File: config.mk
export PLATFORM = sky130hd
export DESIGN_NAME = pe_mult_feed
export DESIGN_NICKNAME = d
export VERILOG_FILES = /design/src/rtl/pe_mult_feed.sv
export SDC_FILE = /design/constraint.sdc
export NUM_CORES = 2
export LEC_CHECK = 0
export CAP_MARGIN = 10
export CORE_AREA = 3 3 410 412
export DETAILED_ROUTE_END_ITERATION = 8
export DIE_AREA = 0 0 413 415
export PLACE_DENSITY = 0.47
export SYNTH_ARGS = -nofsm -noshare
export SYNTH_HDL_FRONTEND = slang
export SYNTH_SLANG_ARGS = --single-unit
File: constraint.sdc
create_clock -name clk -period 8.4 [get_ports clk]
set_input_delay 1.26 -clock clk [delete_from_list [all_inputs] [get_ports clk]]
set_output_delay 1.26 -clock clk [all_outputs]
set_load 0.005 [all_outputs]
File: src/rtl/pe_mult_feed.sv
// pe_mult_feed: multiplies int16 operand pairs and packs the 32-bit products into a 32-lane vector held under valid/ready.
// Define PE_MULT_SIGNED_EN for two's-complement operands; the default build multiplies unsigned operands.
module pe_mult_feed (
    input  logic          clk,
    input  logic          rst,
    input  logic          in_valid,
    output logic          in_ready,
    input  logic [15:0]   in_a,
    input  logic [15:0]   in_b,
    input  logic          in_last,
    output logic          out_valid,
    input  logic          out_ready,
    output logic [1023:0] mult_result,
    output logic [5:0]    out_lanes
);

    localparam logic [0:0] ST_FILL = 1'b0;
    localparam logic [0:0] ST_HOLD = 1'b1;

    logic [0:0]    r_state;
    logic [4:0]    r_idx;
    logic          r_out_valid;
    logic [5:0]    r_out_lanes;
    logic [1023:0] r_lanes;

    logic          w_accept;
    logic          w_close;
    logic [31:0]   w_prod;

    // in_ready depends only on state and reset, never on out_ready
    assign in_ready = !rst && (r_state == ST_FILL);
    assign w_accept = in_valid && in_ready;
    assign w_close  = (r_idx == 5'd31) || in_last;

`ifdef PE_MULT_SIGNED_EN
    assign w_prod = $signed(in_a) * $signed(in_b);
`else
    assign w_prod = {16'd0, in_a} * {16'd0, in_b};
`endif

    always_ff @(posedge clk) begin
        if (rst) begin
            r_state     <= ST_FILL;
            r_idx       <= '0;
            r_out_valid <= 1'b0;
            r_out_lanes <= '0;
            r_lanes     <= '0;
        end else if (r_state == ST_FILL) begin
            if (w_accept) begin
                r_lanes[{r_idx, 5'd0} +: 32] <= w_prod;
                r_idx <= r_idx + 5'd1;
                if (w_close) begin
                    r_state     <= ST_HOLD;
                    r_out_valid <= 1'b1;
                    r_out_lanes <= {1'b0, r_idx} + 6'd1;
                end
            end
        end else begin
            if (r_out_valid && out_ready) begin
                r_state     <= ST_FILL;
                r_idx       <= '0;
                r_out_valid <= 1'b0;
                r_out_lanes <= '0;
                r_lanes     <= '0;
            end
        end
    end

    assign out_valid   = r_out_valid;
    assign out_lanes   = r_out_lanes;
    assign mult_result = r_lanes;

endmodule

==> results by group <==
Run status
  • Outcome: finished, final reports clean

GRT
  • Initial antenna violation count: 25
  • GRT Overall Usage: 0.2693
  • Vias in the first global route: 38280
  • Pin count of the biggest net entering global routing: 215
  • First-pass GRT wire length: 324.9 mm
  • Gr ovfl total: 0

Timing
  • Tcrit/Tclk final: 0.9006
  • Final hold vios: 0
  • RSZ-0062 raised after global routing: false
  • Setup-failing EPs final: 0
  • Setup TNS: 0 ns
  • Max-Slew Margin vs Limit: 0.1115
  • Final Skew: 0.06957 ns
  • Slew @ Worst Pin: 1.332 ns
  • Max-slew violations: 0
  • Fin crit period: 7.565 ns
  • Max frequency: 132.2 MHz

Placement
  • Placed Area: 0.05722 mm2
  • Post-Place Cells: 7452
  • Port-buffer cells: 1068
  • GP Congestion: 0.8708
  • DP HPWL: 174.6 mm

Min path
  • Hold EP: mult_result[670]
  • Hold_sp: mult_result[670]
  • HP Class: flip-flop to flip-flop
  • Worst Hold Depth: 2

Synthesis
  • Seq/Total Area, Yosys: 0.4772
  • Yosys warnings: 0
  • Asr flop ratio synth: 0
  • Main synth FF type: dfxtp_1
  • Seq cells post-synth: 1037
  • Avg Cell Area, Syn: 9.793 um2
  • Post-Synthesis Net Count: 4783
  • Post-Synthesis Cells: 4442
  • Post-Syn Area: 0.04350 mm2
  • Count leader, synth: dfxtp_1
  • Synth top area cells: dfxtp_1 48%, fa_1 8.9%, a22oi_1 8.0%
  • Top cell type's share of synthesized area: 0.4772
  • Commonest cells in the netlist: 1037 x dfxtp_1, 579 x nor2_1, 463 x a22oi_1
  • Netlist cell types: 79
  • Area leader, netlist: dfxtp_1
  • Post-synth EDFFs: 0

Route
  • Metal-1 WL: 97.94 mm
  • ANT nets after route: 0
  • Top routing layer used: met4
  • WL final: 239.1 mm
  • Post-DR wirelength/cell: 31.16 um
  • Post-route DRC: 0
  • DR WL met3: 18.80 mm
  • Vias: 39350
  • Initial DRC count: 3970
  • Met2 routed wirelength: 114.6 mm
  • Via density: 5.127
  • Drt pass-1 iters: 6

Clock network
  • Clock latency at the later pin of the worst-skew pair: 0.80 ns
  • Clock slew at reported path FFs: 0.06 ns
  • H-tree levels: 3
  • TritonCTS sink count: 1037
  • Post-cts repair resize count: 0
  • Cts hold-fix bufs: 0
  • CTS root buf: clkbuf_16
  • CTS tree: yes
  • Clock Path Buffers: 3
  • Setup repair bufs after CTS: 0
  • TritonCTS Buffers: 116

Floorplanning
  • Core ar.: 0.1648 mm2
  • Initial core utilization: 0.2639
  • FP Rows: 149
  • Die ar.: 0.1714 mm2
  • Die height: 415 um
  • Die W: 413 um
  • Ports: 1069

Setup path
  • Slowest-stage cell, CP: clkdlybuf4s50_1
  • Delay-heaviest family, CP: adder cells
  • Cell mode on critical path: fa_1
  • Critical Path RT: 8.99 ns
  • Critical path, cell by cell: clkdlybuf4s50_1, nand2_1, fa_1, fa_1, inv_1, fa_1, fa_1, fa_1, inv_1, fa_1, inv_1, ha_1, a21oi_1, o21ai_0, a2111oi_0, nor2_1, a211o_1, nand3_2, buf_4, o21ai_0
  • Crit-path max cell delay: 0.80 ns
  • R2r worst-path depth: 9
  • Critical path class: input pin to flip-flop
  • Crit path capture type: flip-flop
  • Peak fanout along the critical path: 18
  • Startpoint Class: input pin
  • R2r setup slk: 3.29 ns
  • CP bufs+invs: 5
  • Reg-to-Reg Start: r_idx[0]
  • RR Endpoint: mult_result[757]
  • CP arrival: 8.16 ns

Finish
  • Final net count: 5723
  • Finished layout cell area: 0.06121 mm2
  • Final Non-Filler Cells: 7675
  • Share of cells above drive strength 1: 0.08341
  • Area grow syn2layout: 40.72%

Flow run
  • Max Cap Viol: 0
-- sequential cells by signal (all words and copies together), names as in the netlist --
register     count
mult_result   1024
out_lanes        6
out_valid        1
r_idx            5
r_state          1
-- layer usage --
metal  GRT usage  vias to the layer above
li1            -                    17380
met2      0.4525                     1681
met3     0.06590                      294
met4     0.08153                        0
met1      0.3390                    20000
met5           0                        -
-- worst reg2reg max path, delay by kind of cell, from the launching register on --
family | cells | cell delay (ns)
adders and majority gates | 1 | 0.36
DFF | 1 | 0.77
and+or+nand+nor | 3 | 1.55
buffers and inverters | 2 | 0.37
AOI/OAI and AO/OA | 3 | 2.01
-- worst max-delay path by stage --
stage / from / endpoint / slack [ns] / cells after the start
floorplan: in_b[7] / mult_result[693] / 1.51 / 23
global placement: in_a[7] / mult_result[890] / 0.19 / 20
detailed placement: in_b[4] / mult_result[767] / 0.14 / 21
CTS: in_a[7] / mult_result[58] / 0.94 / 20
global route: in_a[7] / mult_result[671] / 0.50 / 21
finish: in_a[12] / mult_result[24] / 0.84 / 20
-- placed cells by master (no fill, tap or decap), types with 13 or more instances in the layout --
cell type and n:
clkdlybuf4s50_1 1067, dfxtp_1 1036, nor2_1 559, a22oi_1 463, nand2_1 290, a22o_1 287
inv_1 232, fa_1 194, o21ai_0 159, and2_1 153, buf_4 129, nand3_1 119
clkbuf_16 117, ha_1 110, o2bb2ai_1 35, a21oi_1 33, a32o_1 32, a32oi_1 30
clkbuf_1 28, nor2_4 26, buf_12 24, clkbuf_8 23, a21o_1 21, clkinv_2 17
a2bb2o_1 16, nor3_1 14, o21ai_4 13
-- area by class of cell --
cell class | count | area, um2
Clock buffer | 168 | 3349
Fill cell | 16610 | 103600
Sequential cell | 1037 | 20760
Timing Repair Buffer | 1222 | 12160
Multi-Input combinational cell | 2771 | 20690
Tap cell | 2189 | 2739
Inverter | 234 | 883.3
Antenna cell | 7 | 17.52
Clock inverter | 47 | 615.6
-- through the flow --
stage | hold slack, ns | utilization | setup slack [ns]
finish | 0.4525 | 0.3714 | 0.8353
floorplan | 0.4459 | - | 1.509
detailed placement | 0.4422 | 0.3472 | 0.1383
global route | 0.4788 | 0.3713 | 0.4965
CTS | 0.4562 | 0.3712 | 0.9372
global placement | 0.4344 | 0.3472 | 0.1871
-- kinds of logic (layout without fill, tap and decap cells) --
group | Yosys count | count (layout) | synth area share
AO/OA/AOI/OAI | 1196 | 1196 | 0.2095
buffers and inverters | 634 | 1671 | 0.06043
multiplexers | 2 | 2 | 0.0007478
XOR/XNOR | 24 | 24 | 0.005005
flip-flops | 1037 | 1037 | 0.4772
adder cells (fa/ha/maj) | 304 | 304 | 0.1209
AND/OR/NAND/NOR | 1245 | 1245 | 0.1261
other | 0 | 7 | 0
Power is left out: the tool's default activity adds up to more than one toggle a clock period on the data nets, which glitch-free logic cannot reach.
